### config.mk
export PLATFORM = sky130hd
export DESIGN_NAME = ram_arbiter_flat
export DESIGN_NICKNAME = d
export VERILOG_FILES = /design/src/rtl/ram_arb_pkg.sv /design/src/rtl/ram_arbiter_if.sv /design/src/rtl/ram_arb_starve.sv /design/src/rtl/ram_arbiter.sv /design/src/flat_wrapper.sv
export SDC_FILE = /design/constraint.sdc
export NUM_CORES = 1
export LEC_CHECK = 0
export ABC_CLOCK_PERIOD_IN_PS = 1300
export BUFFER_PORTS_ARGS = -buffer_cell sky130_fd_sc_hd__buf_2
export CAP_MARGIN = 20
export CORE_MARGIN = 5
export CORE_UTILIZATION = 25
export DETAILED_ROUTE_END_ITERATION = 10
export HOLD_SLACK_MARGIN = 0.05
export PLACE_DENSITY_LB_ADDON = 0.25
export SYNTH_ARGS = -nofsm -noshare
export SYNTH_HDL_FRONTEND = slang
export SYNTH_SLANG_ARGS = --single-unit
### constraint.sdc
create_clock -name clk -period 1.3 [get_ports clk]
set_input_delay 0.13 -clock clk [delete_from_list [all_inputs] [get_ports clk]]
set_output_delay 0.13 -clock clk [all_outputs]
set_load 0.02 [all_outputs]
### src/rtl/ram_arb_pkg.sv
// Shared types and constants for the CPU/DMA SRAM arbiter.
package ram_arb_pkg;

    localparam int unsigned ADDR_W     = 16;
    localparam int unsigned DATA_W     = 8;
    localparam int unsigned RD_LATENCY = 2;
    localparam int unsigned WR_LATENCY = 4;

    typedef enum logic [2:0] {
        IDLE,
        RD,
        WS,
        WL,
        WH,
        ACK
    } state_t;

    typedef enum logic {
        REQ_CPU = 1'b0,
        REQ_DMA = 1'b1
    } req_id_t;

    typedef struct packed {
        logic              we;
        logic [ADDR_W-1:0] addr;
        logic [DATA_W-1:0] wdata;
    } ram_cmd_t;

endpackage

### src/rtl/ram_arbiter_if.sv
// Requester and SRAM signal bundle; slave side is the arbiter, master side the requesters/SRAM.
interface ram_arbiter_if;
    import ram_arb_pkg::*;

    logic              cpu_req;
    logic              cpu_we;
    logic [ADDR_W-1:0] cpu_addr;
    logic [DATA_W-1:0] cpu_wdata;
    logic              cpu_ack;
    logic [DATA_W-1:0] cpu_rdata;

    logic              dma_req;
    logic              dma_we;
    logic [ADDR_W-1:0] dma_addr;
    logic [DATA_W-1:0] dma_wdata;
    logic              dma_ack;
    logic [DATA_W-1:0] dma_rdata;

    logic [ADDR_W-1:0] ram_addr;
    logic [DATA_W-1:0] ram_wdata;
    logic [DATA_W-1:0] ram_rdata;
    logic              _ram_oe;
    logic              _ram_we;
    logic              busy;

    modport slave (
        input  cpu_req, cpu_we, cpu_addr, cpu_wdata,
        input  dma_req, dma_we, dma_addr, dma_wdata,
        input  ram_rdata,
        output cpu_ack, cpu_rdata, dma_ack, dma_rdata,
        output ram_addr, ram_wdata, _ram_oe, _ram_we, busy
    );

    modport master (
        output cpu_req, cpu_we, cpu_addr, cpu_wdata,
        output dma_req, dma_we, dma_addr, dma_wdata,
        output ram_rdata,
        input  cpu_ack, cpu_rdata, dma_ack, dma_rdata,
        input  ram_addr, ram_wdata, _ram_oe, _ram_we, busy
    );

endinterface

### src/rtl/ram_arb_starve.sv
// Counts CPU grants made while DMA waits; forces a DMA win once the count reaches STARVE_LIMIT.
module ram_arb_starve
    import ram_arb_pkg::*;
#(
    parameter int unsigned STARVE_LIMIT = 4
) (
    input  logic    clk,
    input  logic    reset,
    input  logic    grant,
    input  req_id_t grant_id,
    input  logic    dma_req,
    output logic    force_dma_c
);

    localparam int unsigned CNT_W = (STARVE_LIMIT < 1) ? 1 : $clog2(STARVE_LIMIT + 1);

    logic [CNT_W-1:0] count;

    assign force_dma_c = (count == CNT_W'(STARVE_LIMIT));

    // Saturates at the limit; the forced DMA grant that follows clears it.
    always_ff @(posedge clk) begin
        if (reset) begin
            count <= '0;
        end else if (grant) begin
            if (grant_id == REQ_DMA) begin
                count <= '0;
            end else if (dma_req && !force_dma_c) begin
                count <= count + CNT_W'(1);
            end
        end
    end

endmodule

### src/rtl/ram_arbiter.sv
// Two-requester (CPU/DMA) arbiter sequencing an asynchronous SRAM with registered strobes.
// Define RAM_ARB_ROUND_ROBIN_EN for alternating arbitration instead of CPU priority + starvation guard.
module ram_arbiter
    import ram_arb_pkg::*;
#(
    parameter int unsigned STARVE_LIMIT = 4
) (
    input  logic         clk,
    input  logic         reset,
    ram_arbiter_if.slave bus
);

    state_t   state;
    state_t   state_next;
    req_id_t  id;
    req_id_t  win_c;
    logic     grant_c;
    ram_cmd_t cpu_cmd_c;
    ram_cmd_t dma_cmd_c;
    ram_cmd_t sel_cmd_c;
    logic     oe_next;
    logic     we_next;
    logic     busy_next;
    logic     cpu_ack_next;
    logic     dma_ack_next;

    assign cpu_cmd_c = {bus.cpu_we, bus.cpu_addr, bus.cpu_wdata};
    assign dma_cmd_c = {bus.dma_we, bus.dma_addr, bus.dma_wdata};

`ifdef RAM_ARB_ROUND_ROBIN_EN
    req_id_t last;

    // On a tie the requester that was not served last goes next.
    always_comb begin
        if (bus.cpu_req && bus.dma_req) begin
            win_c = (last == REQ_CPU) ? REQ_DMA : REQ_CPU;
        end else begin
            win_c = bus.dma_req ? REQ_DMA : REQ_CPU;
        end
    end

    always_ff @(posedge clk) begin
        if (reset) begin
            last <= REQ_DMA;
        end else if (grant_c) begin
            last <= win_c;
        end
    end
`else
    logic force_dma_c;

    ram_arb_starve #(
        .STARVE_LIMIT(STARVE_LIMIT)
    ) u_starve (
        .clk        (clk),
        .reset      (reset),
        .grant      (grant_c),
        .grant_id   (win_c),
        .dma_req    (bus.dma_req),
        .force_dma_c(force_dma_c)
    );

    always_comb begin
        win_c = (bus.dma_req && (!bus.cpu_req || force_dma_c)) ? REQ_DMA : REQ_CPU;
    end
`endif

    // Next state plus the next values of every registered SRAM/handshake output.
    always_comb begin
        state_next = state;
        grant_c    = 1'b0;
        sel_cmd_c  = (win_c == REQ_DMA) ? dma_cmd_c : cpu_cmd_c;
        case (state)
            IDLE: begin
                if (bus.cpu_req || bus.dma_req) begin
                    grant_c    = 1'b1;
                    state_next = sel_cmd_c.we ? WS : RD;
                end
            end
            RD:      state_next = ACK;
            WS:      state_next = WL;
            WL:      state_next = WH;
            WH:      state_next = ACK;
            ACK:     state_next = IDLE;
            default: state_next = IDLE;
        endcase
        oe_next      = (state_next != RD);
        we_next      = (state_next != WL);
        busy_next    = (state_next != IDLE);
        cpu_ack_next = (state_next == ACK) && (id == REQ_CPU);
        dma_ack_next = (state_next == ACK) && (id == REQ_DMA);
    end

    always_ff @(posedge clk) begin
        if (reset) begin
            state <= IDLE;
        end else begin
            state <= state_next;
        end
    end

    always_ff @(posedge clk) begin
        if (reset) begin
            id            <= REQ_CPU;
            bus.ram_addr  <= '0;
            bus.ram_wdata <= '0;
            bus._ram_oe   <= 1'b1;
            bus._ram_we   <= 1'b1;
            bus.busy      <= 1'b0;
            bus.cpu_ack   <= 1'b0;
            bus.dma_ack   <= 1'b0;
            bus.cpu_rdata <= '0;
            bus.dma_rdata <= '0;
        end else begin
            bus._ram_oe <= oe_next;
            bus._ram_we <= we_next;
            bus.busy    <= busy_next;
            bus.cpu_ack <= cpu_ack_next;
            bus.dma_ack <= dma_ack_next;
            if (grant_c) begin
                id            <= win_c;
                bus.ram_addr  <= sel_cmd_c.addr;
                bus.ram_wdata <= sel_cmd_c.wdata;
            end
            // Read data is sampled at the end of the single output-enable cycle.
            if (state == RD) begin
                if (id == REQ_CPU) begin
                    bus.cpu_rdata <= bus.ram_rdata;
                end else begin
                    bus.dma_rdata <= bus.ram_rdata;
                end
            end
        end
    end

endmodule

### src/flat_wrapper.sv
// flat-port wrapper written by rule: the top's interface ports become plain ports
module ram_arbiter_flat import ram_arb_pkg::*;
#(
    parameter int unsigned STARVE_LIMIT = 4
)
  (clk, reset, bus_cpu_req, bus_cpu_we, bus_cpu_addr, bus_cpu_wdata, bus_dma_req, bus_dma_we, bus_dma_addr, bus_dma_wdata, bus_ram_rdata, bus_cpu_ack, bus_cpu_rdata, bus_dma_ack, bus_dma_rdata, bus_ram_addr, bus_ram_wdata, bus__ram_oe, bus__ram_we, bus_busy);
  ram_arbiter_if bus_i ();
  input  logic clk;
  input  logic reset;
  input wire logic [$bits(bus_i.cpu_req)-1:0] bus_cpu_req;
  input wire logic [$bits(bus_i.cpu_we)-1:0] bus_cpu_we;
  input wire logic [$bits(bus_i.cpu_addr)-1:0] bus_cpu_addr;
  input wire logic [$bits(bus_i.cpu_wdata)-1:0] bus_cpu_wdata;
  input wire logic [$bits(bus_i.dma_req)-1:0] bus_dma_req;
  input wire logic [$bits(bus_i.dma_we)-1:0] bus_dma_we;
  input wire logic [$bits(bus_i.dma_addr)-1:0] bus_dma_addr;
  input wire logic [$bits(bus_i.dma_wdata)-1:0] bus_dma_wdata;
  input wire logic [$bits(bus_i.ram_rdata)-1:0] bus_ram_rdata;
  output wire logic [$bits(bus_i.cpu_ack)-1:0] bus_cpu_ack;
  output wire logic [$bits(bus_i.cpu_rdata)-1:0] bus_cpu_rdata;
  output wire logic [$bits(bus_i.dma_ack)-1:0] bus_dma_ack;
  output wire logic [$bits(bus_i.dma_rdata)-1:0] bus_dma_rdata;
  output wire logic [$bits(bus_i.ram_addr)-1:0] bus_ram_addr;
  output wire logic [$bits(bus_i.ram_wdata)-1:0] bus_ram_wdata;
  output wire logic [$bits(bus_i._ram_oe)-1:0] bus__ram_oe;
  output wire logic [$bits(bus_i._ram_we)-1:0] bus__ram_we;
  output wire logic [$bits(bus_i.busy)-1:0] bus_busy;
  assign bus_i.cpu_req = bus_cpu_req;
  assign bus_i.cpu_we = bus_cpu_we;
  assign bus_i.cpu_addr = bus_cpu_addr;
  assign bus_i.cpu_wdata = bus_cpu_wdata;
  assign bus_i.dma_req = bus_dma_req;
  assign bus_i.dma_we = bus_dma_we;
  assign bus_i.dma_addr = bus_dma_addr;
  assign bus_i.dma_wdata = bus_dma_wdata;
  assign bus_i.ram_rdata = bus_ram_rdata;
  assign bus_cpu_ack = bus_i.cpu_ack;
  assign bus_cpu_rdata = bus_i.cpu_rdata;
  assign bus_dma_ack = bus_i.dma_ack;
  assign bus_dma_rdata = bus_i.dma_rdata;
  assign bus_ram_addr = bus_i.ram_addr;
  assign bus_ram_wdata = bus_i.ram_wdata;
  assign bus__ram_oe = bus_i._ram_oe;
  assign bus__ram_we = bus_i._ram_we;
  assign bus_busy = bus_i.busy;
  ram_arbiter #(.STARVE_LIMIT(STARVE_LIMIT)) u_core (.clk(clk), .reset(reset), .bus(bus_i));
endmodule
; Yosys cells after proc, flatten, opt, wreduce, memory -nomap -nowiden
; Index checks and enable logic that the tools add are counted.
[totals]
ff_bits = 52
[op_classes]
mux = 9
n_addsub = 1
reduce_logical = 15
n_bitwise = 1
eq_ne = 8
[ops]
columns = op, n
row1 = two-way mux 25 bit, 1
row2 = case mux 3 bit (4 select lines), 1
row3 = "equality test 3 bit, second input constant", 3
row4 = two-way mux 3 bit, 3
row5 = "equality test 3 x 2 -> 1 bit, second input constant", 2
row6 = AND reduction 2 bit, 3
row7 = logical AND 1 bit, 4
row8 = "adder 3 x 1 -> 3 bit, second input constant", 1
row9 = "equality test 3 x 1 -> 1 bit, second input constant", 1
row10 = zero test 3 bit, 1
row11 = two-way mux 1 bit, 3
row12 = "!= test 3 x 1 -> 1 bit, second input constant", 1
row13 = "!= test 3 x 2 -> 1 bit, second input constant", 1
row14 = nonzero test 3 bit, 1
row15 = zero test 1 bit, 2
row16 = logical OR 1 bit, 2
row17 = two-way mux 2 bit, 1
row18 = nonzero test 2 bit, 1
row19 = OR reduction 2 bit, 1
row20 = inverter 1 bit, 1

; Depth between registers and ports, before layout
[depth]
ltp_word = 10
mapped_depth = 7
depth_no_buf = 5

; Modules after synthesis
; Synthesis repeated with hierarchy kept, for this count alone.
[hier_totals]
cells_unflattened = 264
area_unflattened_um2 = 2432.3
[modules_own_cells]
columns = mod, cells_each, n_inst, area_per_inst_um2, seq_area_each_um2
row1 = ram_arbiter, 244, 1, 2253.4, 980.9
row2 = ram_arb_starve, 20, 1, 178.9, 60.1

; Least setup slack after synthesis
; No wires, ideal clock.
[synth_timing]
kind = register to register
startpoint = reg u_core.u_starve.count[0]
endpoint = reg u_core.bus.ram_addr[15]
path_slack_ns = -0.119
setup_time_ns = 0.091
stages_incl_launch_ff = 8
required_ns = 1.209
synth_period_minus_slack_ns = 1.419
t_arrival_ns = 1.328
cell_sequence = dfxtp_1 -> inv_1 -> ha_1 -> a21bo_1 -> buf_2 -> buf_4 -> nand3_1 -> a311oi_1
[synth_between]
elab_chain_cells = 5
[synth_lines]
columns = element, line_no
row1 = start: declaration, ram_arb_starve.sv:17  ; logic [CNT_W-1:0] count;
row2 = start signal: assignment, ram_arb_starve.sv:29  ; count <= count + CNT_W'(1);
row3 = equality test 3 bit, ram_arb_starve.sv:19  ; assign force_dma_c = (count == CNT_W'(STARVE_LIMIT));
row4 = logical OR 1 bit, ram_arbiter.sv:64  ; win_c = (bus.dma_req && (!bus.cpu_req || force_dma_c)) ? REQ_DMA : REQ_CPU;
row5 = logical AND 1 bit, ram_arbiter.sv:64
row6 = two-way mux 1 bit, ram_arbiter.sv:64
row7 = two-way mux 25 bit, ram_arbiter.sv:72  ; sel_cmd_c = (win_c == REQ_DMA) ? dma_cmd_c : cpu_cmd_c;
row8 = end signal: assignment, ram_arbiter.sv:122  ; bus.ram_addr <= sel_cmd_c.addr;
row9 = end: declaration, ram_arbiter_if.sv:31  ; output ram_addr, ram_wdata, _ram_oe, _ram_we, busy
; Every way passes these cells.
; A chain may end at the register's enable or synchronous reset.

; Worst setup path in the final report
[layout_timing]
startpoint = reg u_core.u_starve.count[0]
endpoint = reg u_core.bus.ram_addr[7]
; Same word-level chain as after synthesis.

==> impl_metrics.tcl <==
set metrics [dict create \
    placed_cells 506 \
    peakVddDrop_v 0.000578 \
    grt_pass1_vias 2477 \
    critPathRequiredTime_ns 1.51 \
    crit_path_top_delay_cell "dfxtp_2" \
    hold_viol_final 0 \
    cts_max_level 2 \
    dieArea_um2 11600 \
    synth_commonest_cells "dfxtp_1 (52), a21oi_1 (38), nand3_1 (28), a311oi_1 (24), o21ai_1 (23)" \
    cts-root-buf "clkbuf_8" \
    power_leakage_nw 1.53 \
    cts_tree "done" \
    status "finished, violations left" \
    crit_chain "inv_2, ha_4, a21bo_4, buf_12, nand3_1, a311oi_1" \
    max_slew_margin_pct 76.7 \
    die_w_um 108 \
    skew_ns 0.00435 \
    violations "setup timing" \
    min_period_ns 1.37 \
    worstSkewPairLatency_ns 0.31 \
    async_flop_share_pct 0 \
    yosys.cell_count.top_type "dfxtp_1" \
    fill_cells 1011 \
    fin_ws_ns -0.0677 \
    initialDrtViolationCount 102 \
    place_ws_ns -0.0847 \
    die_h_um 108 \
    crit_family "compound AO/OA/AOI/OAI gates" \
    overflow 0 \
    worst_pin_slew_ns 0.349 \
    drc 0 \
    path_max_fanout 11 \
    netlist_area_um2 2380 \
    max_freq_mhz 731 \
    grt_max_degree 28 \
    place.gp.congestion 0.774 \
    nets 457 \
    ioPinCount 107 \
    core_area_um2 9280 \
    path_buf_inv 2 \
    final_max_slew_viol_count 0 \
    vias_per_cell 4.79 \
    io_buffers 106 \
    detailed_place.area_um2 3250 \
    area_growth_pct 51.8 \
    rsz0062_at_grt "yes" \
    row_count 35 \
    synth-seq-cells 52 \
    drt_first_pass_iters 4 \
    cts_buffer_depth 2 \
    antenna_found_initial 0 \
    fin_hold_ws_ns 0.0615 \
    syn_nets 330 \
    via_count 2504 \
    track_usage_pct 13.2 \
    r2r_setup_slack_ns -0.07 \
    cts.clk_slew.worst_paths_ns 0.10 \
    synth_edf_count 0 \
    maxCapViolCount 0 \
    grt_first_pass_wirelength_um 12300 \
    cp.arrival_ns 1.58 \
    wirelength_um 7940 \
    crit_type "flop to flop" \
    wl_per_cell_um 15.2 \
    yosysUniqueCellTypes 36 \
    ys.flop_type "dfxtp_1" \
    start_util_pct 25.7 \
    fin_crit_sh_pct 105 \
    syn_inst 266 \
    max_stage_delay_ns 0.34 \
    power_w 0.00535 \
    cts_sinks 52 \
    finalInstanceArea_um2 3620 \
    antenna_left 0 \
    ys_seq_area_share_pct 43.7 \
    holdCritPathClass "primary input to flop" \
    synth_area_leader_cell "dfxtp_1" \
    drive_gt1_share_pct 50.0 \
    numCtsBuffers 5 \
    yosysTopAreaCellShare_pct 43.7 \
    setup_viol 35 \
    synth.area.top_cells "dfxtp_1 (44%), a311oi_1 (8.8%), a21oi_1 (8.0%)" \
    instances_no_fill 523 \
    power_density_nw_per_um2 1480 \
    yosysWarnings 0 \
    multiInputGateArea_um2 1300 \
    crit_path_end_kind "flop" \
    num_antenna_cells 0 \
    register_area_um2 1060 \
    critPathLaunchType "flop" \
    synth_area_per_cell_um2 8.97 \
    dp_hpwl_um 5540 \
]
[report_power, final]
group          internal [W]  switching, W
Sequential          0.00187      0.000165
Combinational      0.000957       0.00116
Clock              0.000631      0.000568
Total               0.00346       0.00190
[cells by family after synthesis]
family / synth area share, %
compound gates: 25.3
xor+xnor: 0.367
fa+ha+maj: 1.05
buf+inv: 7.82
flops: 43.7
mux: 3.78
simple gates: 18.0
[cell type report]
cell class / count / share of cell area [%]
Timing Repair Buffer: 147 / 26.6
Tap cell: 129 / 4.46
Clock inverter: 2 / 1.07
Inverter: 5 / 0.518
Multi-Input combinational cell: 182 / 35.8
Clock buffer: 6 / 2.28
Sequential cell: 52 / 29.2
[per-layer routing]
layer  track usage (%)  share of wire (%)
met5                 0                  0
met4              4.87                1.7
met1              16.6                 43
met3              3.00                5.0
met2              21.8                 50
[registers in the layout, indices dropped and copies added, names as in the netlist]
signal,cells
u_core.bus.dma_ack,1
u_core.bus.ram_addr,16
u_core.bus.cpu_rdata,8
u_core.bus.busy,1
u_core.u_starve.count,3
u_core.bus._ram_we,1
u_core.bus.ram_wdata,8
u_core.bus.dma_rdata,8
u_core.bus._ram_oe,1
u_core.state,3
u_core.bus.cpu_ack,1
u_core.id,1
[worst min-delay path: stages]
cell,delay [ns]
buf_2,0.11
nand2_2,0.05
a21oi_2,0.04
[path summary, 6_finish.rpt]
check / end / from / cells past startpoint
worst max-delay path: u_core.bus.ram_addr[7] / u_core.u_starve.count[0] / 6
worst min-delay path: u_core.bus.cpu_rdata[1] / bus_ram_rdata[1] / 3
worst max register to register: u_core.bus.ram_addr[7] / u_core.u_starve.count[0] / 6
worst min register to register: u_core.bus.cpu_rdata[6] / u_core.bus.cpu_rdata[6] / 2
[cell usage in the layout (no fill, tap or decap), drive strengths merged, types with 2 or more instances in the layout]
master / instances
buf: 143
dfxtp: 52
a21oi: 38
nand3: 28
o21ai: 28
a311oi: 24
nand2: 19
nor2: 14
mux2i: 9
clkbuf: 6
inv: 5
dlygate4sd3: 4
or4b: 3
nor4b: 2
or3: 2
ha: 2
[through the flow]
stage / util [%] / setup TNS, ns
floorplan: - / -0.00154
global placement: 35.0 / -0.304
detailed placement: 35.0 / -1.08
CTS: 37.2 / -1.11
global route: 39.0 / -3.81
finish: 39.0 / -0.980
[what timing repair did]
| action | in CTS | in global routing |
|---|---|---|
| cloned | 1 | 0 |
| hold buffers | 1 | 3 |
| endpoints found under the setup margin | 34 | 47 |
| buffers inserted | 2 | 2 |
| pin swaps | 10 | 14 |
| endpoints found under the hold margin | 1 | 3 |
| resized for setup | 14 | 29 |
Note: power is estimated with default switching activity, not from simulation.
